--- src/rtl/keypad_apb_pkg.sv ---
// Shared definitions for the keypad APB register block.
// Holds the register map, interrupt bit layout, the CONTROL soft-clear bit,
// the empty-FIFO read value and the access state type.
package keypad_apb_pkg;

  localparam logic [31:0] OFF_CLK_DIV     = 32'h00;
  localparam logic [31:0] OFF_DEBOUNCE    = 32'h04;
  localparam logic [31:0] OFF_TIMEOUT     = 32'h08;
  localparam logic [31:0] OFF_FIFO_STATUS = 32'h0C;
  localparam logic [31:0] OFF_INTR_STATUS = 32'h10;
  localparam logic [31:0] OFF_INTR_EN     = 32'h14;
  localparam logic [31:0] OFF_CONTROL     = 32'h18;
  localparam logic [31:0] CH_DATA_BASE    = 32'h20;
  localparam logic [31:0] CH_DATA_STRIDE  = 32'h04;

  localparam int unsigned INTR_EV_BASE = 0;
  localparam int unsigned INTR_OV_BASE = 8;
  localparam int unsigned CTRL_CLR_BIT = 0;

  // Returned by a CH_DATA read while that FIFO is empty.
  localparam logic [31:0] CH_EMPTY_RDATA = 32'h8000_0000;

  typedef enum logic {
    IDLE = 1'b0,
    RESP = 1'b1
  } state_t;

  function automatic logic [31:0] ch_data_addr(input int unsigned idx);
    return CH_DATA_BASE + CH_DATA_STRIDE * idx;
  endfunction

endpackage

--- src/rtl/keypad_intr_ctrl.sv ---
// Interrupt aggregation for the keypad channels.
// Ports:
//   pclk, preset     clock, synchronous active-high reset
//   key_event        per-channel one-cycle key pulses
//   fifo_full        per-channel FIFO full flags (key while full = overflow)
//   status_we        W1C write strobe for INTR_STATUS (uses wdata)
//   en_we            write strobe for INTR_EN (uses wdata)
//   soft_clr         clear every status bit
//   wdata            APB write data
//   status, enable   register images in the 32-bit INTR layout
//   irq              registered |(status & enable)
module keypad_intr_ctrl
  import keypad_apb_pkg::*;
#(
  parameter int unsigned NUM_CH = 2
) (
  input  logic              pclk,
  input  logic              preset,
  input  logic [NUM_CH-1:0] key_event,
  input  logic [NUM_CH-1:0] fifo_full,
  input  logic              status_we,
  input  logic              en_we,
  input  logic              soft_clr,
  input  logic [31:0]       wdata,
  output logic [31:0]       status,
  output logic [31:0]       enable,
  output logic              irq
);

  logic [NUM_CH-1:0] ev_sts, ov_sts, ev_en, ov_en;
  logic [NUM_CH-1:0] ev_clr, ov_clr;

  always_comb begin
    ev_clr = '0;
    ov_clr = '0;
    if (status_we) begin
      ev_clr = wdata[INTR_EV_BASE +: NUM_CH];
      ov_clr = wdata[INTR_OV_BASE +: NUM_CH];
    end
    if (soft_clr) begin
      ev_clr = '1;
      ov_clr = '1;
    end
  end

  // Clear is applied before set, so a new event in the clearing cycle survives.
  always_ff @(posedge pclk) begin
    if (preset) begin
      ev_sts <= '0;
      ov_sts <= '0;
      ev_en  <= '0;
      ov_en  <= '0;
      irq    <= 1'b0;
    end else begin
      ev_sts <= (ev_sts & ~ev_clr) | key_event;
      ov_sts <= (ov_sts & ~ov_clr) | (key_event & fifo_full);
      if (en_we) begin
        ev_en <= wdata[INTR_EV_BASE +: NUM_CH];
        ov_en <= wdata[INTR_OV_BASE +: NUM_CH];
      end
      irq <= |((ev_sts & ev_en) | (ov_sts & ov_en));
    end
  end

  always_comb begin
    status = '0;
    enable = '0;
    status[INTR_EV_BASE +: NUM_CH] = ev_sts;
    status[INTR_OV_BASE +: NUM_CH] = ov_sts;
    enable[INTR_EV_BASE +: NUM_CH] = ev_en;
    enable[INTR_OV_BASE +: NUM_CH] = ov_en;
  end

endmodule

--- src/rtl/apb_keypad_regs.sv ---
// APB register block for the multi-channel keypad subsystem.
// Every access takes one wait state: the access cycle decodes, performs the
// write or side effect and registers prdata; the following RESP cycle drives
// pready, pslverr and any FIFO pop strobe.
// Ports:
//   pclk, preset                 clock, synchronous active-high reset
//   psel, penable, pwrite,
//   paddr, pwdata                APB request
//   prdata, pready, pslverr      APB response (prdata registered)
//   clk_divider_limit_o,
//   debounce_limit_o,
//   scan_timeout_limit_o         configuration outputs
//   cfg_update_o                 one-cycle pulse after a config write
//   fifo_empty_i, fifo_full_i,
//   fifo_data_i                  per-channel FIFO status and head data
//   fifo_rd_en_o                 per-channel pop strobes
//   key_event_i                  per-channel key pulses
//   irq_o                        registered interrupt
module apb_keypad_regs
  import keypad_apb_pkg::*;
#(
  parameter int unsigned NUM_CH     = 2,
  parameter int unsigned DATA_W     = 8,
  parameter int unsigned CLK_DIV_W  = 20,
  parameter int unsigned DEBOUNCE_W = 8,
  parameter int unsigned TIMEOUT_W  = 4,
  parameter int unsigned ADDR_W     = 8
) (
  input  logic                     pclk,
  input  logic                     preset,
  input  logic                     psel,
  input  logic                     penable,
  input  logic                     pwrite,
  input  logic [ADDR_W-1:0]        paddr,
  input  logic [31:0]              pwdata,
  output logic [31:0]              prdata,
  output logic                     pready,
  output logic                     pslverr,
  output logic [CLK_DIV_W-1:0]     clk_divider_limit_o,
  output logic [DEBOUNCE_W-1:0]    debounce_limit_o,
  output logic [TIMEOUT_W-1:0]     scan_timeout_limit_o,
  output logic                     cfg_update_o,
  input  logic [NUM_CH-1:0]        fifo_empty_i,
  input  logic [NUM_CH-1:0]        fifo_full_i,
  input  logic [NUM_CH*DATA_W-1:0] fifo_data_i,
  output logic [NUM_CH-1:0]        fifo_rd_en_o,
  input  logic [NUM_CH-1:0]        key_event_i,
  output logic                     irq_o
);

  state_t            state;
  logic              access;
  logic [31:0]       addr;
  logic              sel_clk, sel_deb, sel_tmo, sel_fsts, sel_ists, sel_ien, sel_ctrl;
  logic [NUM_CH-1:0] ch_hit;
  logic              mapped, err, wr_ok, rd_ok;
  logic [31:0]       rd_val;
  logic [31:0]       fifo_status;
  logic [31:0]       intr_status, intr_enable;
  logic [DATA_W-1:0] ch_data [NUM_CH];

  assign access = (state == IDLE) && psel && penable;
  assign addr   = 32'(paddr);
  assign pready = (state == RESP);

  assign sel_clk  = (addr == OFF_CLK_DIV);
  assign sel_deb  = (addr == OFF_DEBOUNCE);
  assign sel_tmo  = (addr == OFF_TIMEOUT);
  assign sel_fsts = (addr == OFF_FIFO_STATUS);
  assign sel_ists = (addr == OFF_INTR_STATUS);
  assign sel_ien  = (addr == OFF_INTR_EN);
  assign sel_ctrl = (addr == OFF_CONTROL);

  always_comb begin
    ch_hit      = '0;
    fifo_status = '0;
    for (int unsigned i = 0; i < NUM_CH; i++) begin
      ch_hit[i]          = (addr == ch_data_addr(i));
      fifo_status[2*i]   = fifo_empty_i[i];
      fifo_status[2*i+1] = fifo_full_i[i];
      ch_data[i]         = fifo_data_i[i*DATA_W +: DATA_W];
    end
  end

  // Full-address compares also reject misaligned and out-of-range channel
  // addresses, since none of them can match a decoded location.
  assign mapped = sel_clk | sel_deb | sel_tmo | sel_fsts | sel_ists |
                  sel_ien | sel_ctrl | (|ch_hit);
  assign err    = !mapped || (paddr[1:0] != 2'b00) ||
                  (pwrite && (sel_fsts || (|ch_hit)));
  assign wr_ok  = access && !err && pwrite;
  assign rd_ok  = access && !err && !pwrite;

  always_comb begin
    rd_val = '0;
    if (sel_clk)  rd_val = 32'(clk_divider_limit_o);
    if (sel_deb)  rd_val = 32'(debounce_limit_o);
    if (sel_tmo)  rd_val = 32'(scan_timeout_limit_o);
    if (sel_fsts) rd_val = fifo_status;
    if (sel_ists) rd_val = intr_status;
    if (sel_ien)  rd_val = intr_enable;
    for (int unsigned i = 0; i < NUM_CH; i++) begin
      if (ch_hit[i]) rd_val = fifo_empty_i[i] ? CH_EMPTY_RDATA : 32'(ch_data[i]);
    end
  end

  always_ff @(posedge pclk) begin
    if (preset) begin
      state                <= IDLE;
      prdata               <= '0;
      pslverr              <= 1'b0;
      fifo_rd_en_o         <= '0;
      cfg_update_o         <= 1'b0;
      clk_divider_limit_o  <= '0;
      debounce_limit_o     <= '0;
      scan_timeout_limit_o <= '0;
    end else begin
      case (state)
        IDLE: begin
          if (access) begin
            state        <= RESP;
            prdata       <= rd_ok ? rd_val : '0;
            pslverr      <= err;
            fifo_rd_en_o <= rd_ok ? (ch_hit & ~fifo_empty_i) : '0;
            cfg_update_o <= wr_ok && (sel_clk || sel_deb || sel_tmo);
          end
        end
        RESP: begin
          state        <= IDLE;
          pslverr      <= 1'b0;
          fifo_rd_en_o <= '0;
          cfg_update_o <= 1'b0;
        end
        default: state <= IDLE;
      endcase
      if (wr_ok && sel_clk) clk_divider_limit_o  <= pwdata[CLK_DIV_W-1:0];
      if (wr_ok && sel_deb) debounce_limit_o     <= pwdata[DEBOUNCE_W-1:0];
      if (wr_ok && sel_tmo) scan_timeout_limit_o <= pwdata[TIMEOUT_W-1:0];
    end
  end

  keypad_intr_ctrl #(
    .NUM_CH(NUM_CH)
  ) u_intr (
    .pclk      (pclk),
    .preset    (preset),
    .key_event (key_event_i),
    .fifo_full (fifo_full_i),
    .status_we (wr_ok && sel_ists),
    .en_we     (wr_ok && sel_ien),
    .soft_clr  (wr_ok && sel_ctrl && pwdata[CTRL_CLR_BIT]),
    .wdata     (pwdata),
    .status    (intr_status),
    .enable    (intr_enable),
    .irq       (irq_o)
  );

endmodule

--- config.mk ---
export PLATFORM = sky130hd
export DESIGN_NAME = apb_keypad_regs
export DESIGN_NICKNAME = d
export VERILOG_FILES = /design/src/rtl/keypad_apb_pkg.sv /design/src/rtl/keypad_intr_ctrl.sv /design/src/rtl/apb_keypad_regs.sv
export SDC_FILE = /design/constraint.sdc
export NUM_CORES = 1
export LEC_CHECK = 0
export ABC_AREA = 1
export CAP_MARGIN = 20
export CORE_UTILIZATION = 40
export DETAILED_ROUTE_END_ITERATION = 16
export HOLD_SLACK_MARGIN = 0.08
export MAX_ROUTING_LAYER = met4
export PLACE_DENSITY = 0.88
export RECOVER_POWER = 50
export SYNTH_ARGS = -nofsm -noshare
export SYNTH_HDL_FRONTEND = slang
export SYNTH_SLANG_ARGS = --single-unit
--- constraint.sdc ---
create_clock -name pclk -period 1.9 [get_ports pclk]
set_input_delay 0.475 -clock pclk [delete_from_list [all_inputs] [get_ports pclk]]
set_output_delay 0.475 -clock pclk [all_outputs]
set_load 0.05 [all_outputs]
==> metrics <==
Yosys warning count=0; cts hold-fix bufs=0; most used cell, CP=buf_4; crit path DAT=2080 ps; die area=just over 0.008 mm²; global-route usage over all layers=0.267; FFs w/ async S/R, synth=0; setup TNS=0 ps; share of layout cells above drive strength 1=0.185; Hold EP=prdata[17]$_SDFFE_PP0P_; ant diodes=0; CP top delay family=buffers and inverters; Worst path slowest cell=dlygate4sd2_1; vias in the first global route=3522; R2R Setup Slk=about 440 ps; Critical R2R Capture=prdata[1]$_SDFFE_PP0P_; Post-Route M1 WL=approximately 4200 µm; met2 wire len=between 5000 and 6000 µm; number of synthesized flops with an enable pin=0; HPWL Detailed=7550 µm; DR pass1 iterations=5; Hold Path Depth=2; top_reg_cell synth=dfxtp_1; routed length per instance=between 10 and 15 µm; worst-case reg-to-reg path depth=7; Design Power=between 3 and 4 mW; die width=about 90 µm; CTS Buf Count=9; routability cong.=about 0.89; Overflow after GRT=0; Top Layer Used=met4; Root Driver=clkbuf_8; status=finished, final reports clean; #FFs+latches synth=67; final hold slack=approximately 470 ps; Vias per Instance=between 5 and 6; P per Cell Area=approximately 660 mW/mm²; met3 wire len=just under 700 µm; worst hold path type=register to register; Post-DRT Antenna Nets=0; Lkg Pwr=1.89 nW; Distinct cells, synth=35; Post-Synthesis Cells=around 440; CP Max Fanout=6; antenna violations before repair=0; clock sinks=between 60 and 70; syn_area_per_cell=approximately 7 µm²; first-pass GRT wire length=about 17000 µm; Boundary Pins=about 140; VDD IR max=approximately 0.46 mV; Setup Skew=10.2 ps; Slew Viols, Final=0; CTS Buffer Depth=2; total placed cells including tap cells=a little under 700; CTS tree=built; number of port buffers=approximately 110; drt drc=0; CP Cell Sequence=dlygate4sd2_1 > inv_2 > nand2_2 > buf_4 > nor2_4 > inv_2 > buf_4 > nor3_4 > buf_4 > nand2_1 > nand3_1 > nand2_1 > a21oi_2; Critical Path RT=approximately 2200 ps; Core Box Area=0.00741 mm²; # Max-Cap Violations=0; f_max=between 500 and 600 MHz; post-synthesis sequential area ratio=0.429; worst reg2reg startpoint=pready$_SDFF_PP0_; Clk Latency, worst-skew pair=350 ps; max_slew headroom=0.551; Total Nets Final=666; RSZ-0062 raised after global routing=no; P&R area growth vs syn=48.0%; H-tree levels=3; CP max stage delay=roughly 280 ps; Buf/Inv on CP=6; CP Capture Type=register; minimum clock period=around 1800 ps; largest net degree at the start of global routing=34; synthesized area=~0.0031 mm²; Hold Startpoint=prdata[17]$_SDFFE_PP0P_; Finished Layout Cells=roughly 700; final wirelength=slightly above 10000 µm; num rows=31; final hold vios=0; Worst-Margin Slew=between 600 and 700 ps; Initial Util=0.422; Worst-path clk slew=80 ps; Via Count=roughly 3600; final setup vio count=0; Final Cycle Share=0.947; crit path kind=input port to register; CP startpoint kind=input port; height of the die=between 90 and 100 µm; initial DRC count=around 220
[synthesized netlist by cell type, types with 2 or more instances]
cell type | count | area, µm²
nand2_1 | 93 | 349
nor2_1 | 74 | 278
dfxtp_1 | 67 | 1340
a21oi_1 | 38 | 190
nand3_1 | 33 | 165
o21ai_0 | 31 | 155
inv_1 | 22 | 82.6
buf_4 | 13 | 97.6
nor2_2 | 10 | 62.6
clkbuf_1 | 8 | 30.0
inv_2 | 8 | 30.0
buf_2 | 5 | 25.0
nor2_4 | 5 | 56.3
o211ai_1 | 4 | 30.0
o21ai_1 | 4 | 20.0
a211oi_1 | 3 | 22.5
nand4_1 | 2 | 12.5
o21bai_1 | 2 | 15.0
[through the flow]
stage / utilization / area (µm²) / setup WS, ps
after floorplan: - / 3160 / 160
after global placement: 0.605 / 4480 / -464
after detailed placement: 0.605 / 4480 / -501
after CTS: 0.649 / 4810 / 14.0
after global routing: 0.624 / 4620 / 19.6
final: 0.624 / 4620 / 101
[layout make-up]
cell class	instances	area (µm²)
Tap cell	99	124
Clock inverter	5	65.1
Inverter	30	113
Sequential cell	67	1340
Timing Repair Buffer	167	1220
Fill cell	703	2790
Multi-Input combinational cell	324	1610
Clock buffer	11	151
[cells in the final DEF (no fill, tap or decap), types with 2 or more instances in the layout]
cell	instances
clkdlybuf4s50_1	46
nand3_1	33
inv_2	8
clkbuf_2	3
buf_6	3
o211ai_1	4
a21oi_1	36
nand4_1	2
conb_1	11
inv_1	22
a211oi_1	2
nor2_1	72
nand2_2	2
dlygate4sd2_1	6
buf_12	2
nor2_4	10
a21oi_2	3
o21bai_1	2
nor2_2	7
buf_4	48
o21ai_1	6
nand2_1	91
clkbuf_1	57
dfxtp_1	67
o21ai_0	29
inv_6	3
clkbuf_8	11
[report_power, final]
group	internal, mW	switching [mW]	total (mW)
Combinational	0.148	0.181	0.328
Sequential	1.41	0.00716	1.42
Clock	0.694	0.588	1.28
[state kept, by name (all words and copies together), names as in the netlist]
register	count
u_intr.ev_sts	2
fifo_rd_en_o	2
u_intr.ov_sts	2
pslverr	1
u_intr.ev_en	2
u_intr.ov_en	2
debounce_limit_o	8
scan_timeout_limit_o	4
pready	1
u_intr.irq	1
prdata	21
cfg_update_o	1
clk_divider_limit_o	20
[routing by layer]
metal | vias to the layer above | track usage
li1 | 1735 | -
met1 | 1661 | 0.300
met2 | 166 | 0.450
met3 | 19 | 0.0530
met4 | 0 | 0.136
met5 | - | -
[repair_timing]
action                                  CTS  global route
pin swaps                                10             5
gates resized for setup                  21            10
buffers inserted                          5             1
endpoints found under the setup margin   63            39
gates cloned                              1             0
[kinds of logic after synthesis]
family                 Yosys count  synth area share
flip-flops                      67             0.429
buffers and inverters           58            0.0877
AO/OA/AOI/OAI                   90             0.163
AND/OR/NAND/NOR                223             0.319
other                            1           0.00120
[worst reg2reg max path, delay by kind of cell (launching register included)]
kind / cells / cell delay [ps]
buffers and inverters: 2 / 450
and+or+nand+nor: 3 / 360
DFF: 1 / 360
AOI/OAI and AO/OA: 2 / 210
[how the worst max path moves through the flow]
stage	slack [ps]	start	end	cells after the start
floorplan	160	paddr[1]	u_intr.ev_en[0]$_SDFFE_PP0P_	8
global placement	-460	paddr[1]	debounce_limit_o[7]$_SDFFE_PP0P_	13
detailed placement	-500	paddr[1]	debounce_limit_o[5]$_SDFFE_PP0P_	13
CTS	10	penable	prdata[2]$_SDFFE_PP0P_	9
global route	20	penable	prdata[10]$_SDFFE_PP0P_	9
finish	100	paddr[0]	prdata[3]$_SDFFE_PP0P_	13
Note: power is estimated with default switching activity, not from simulation.
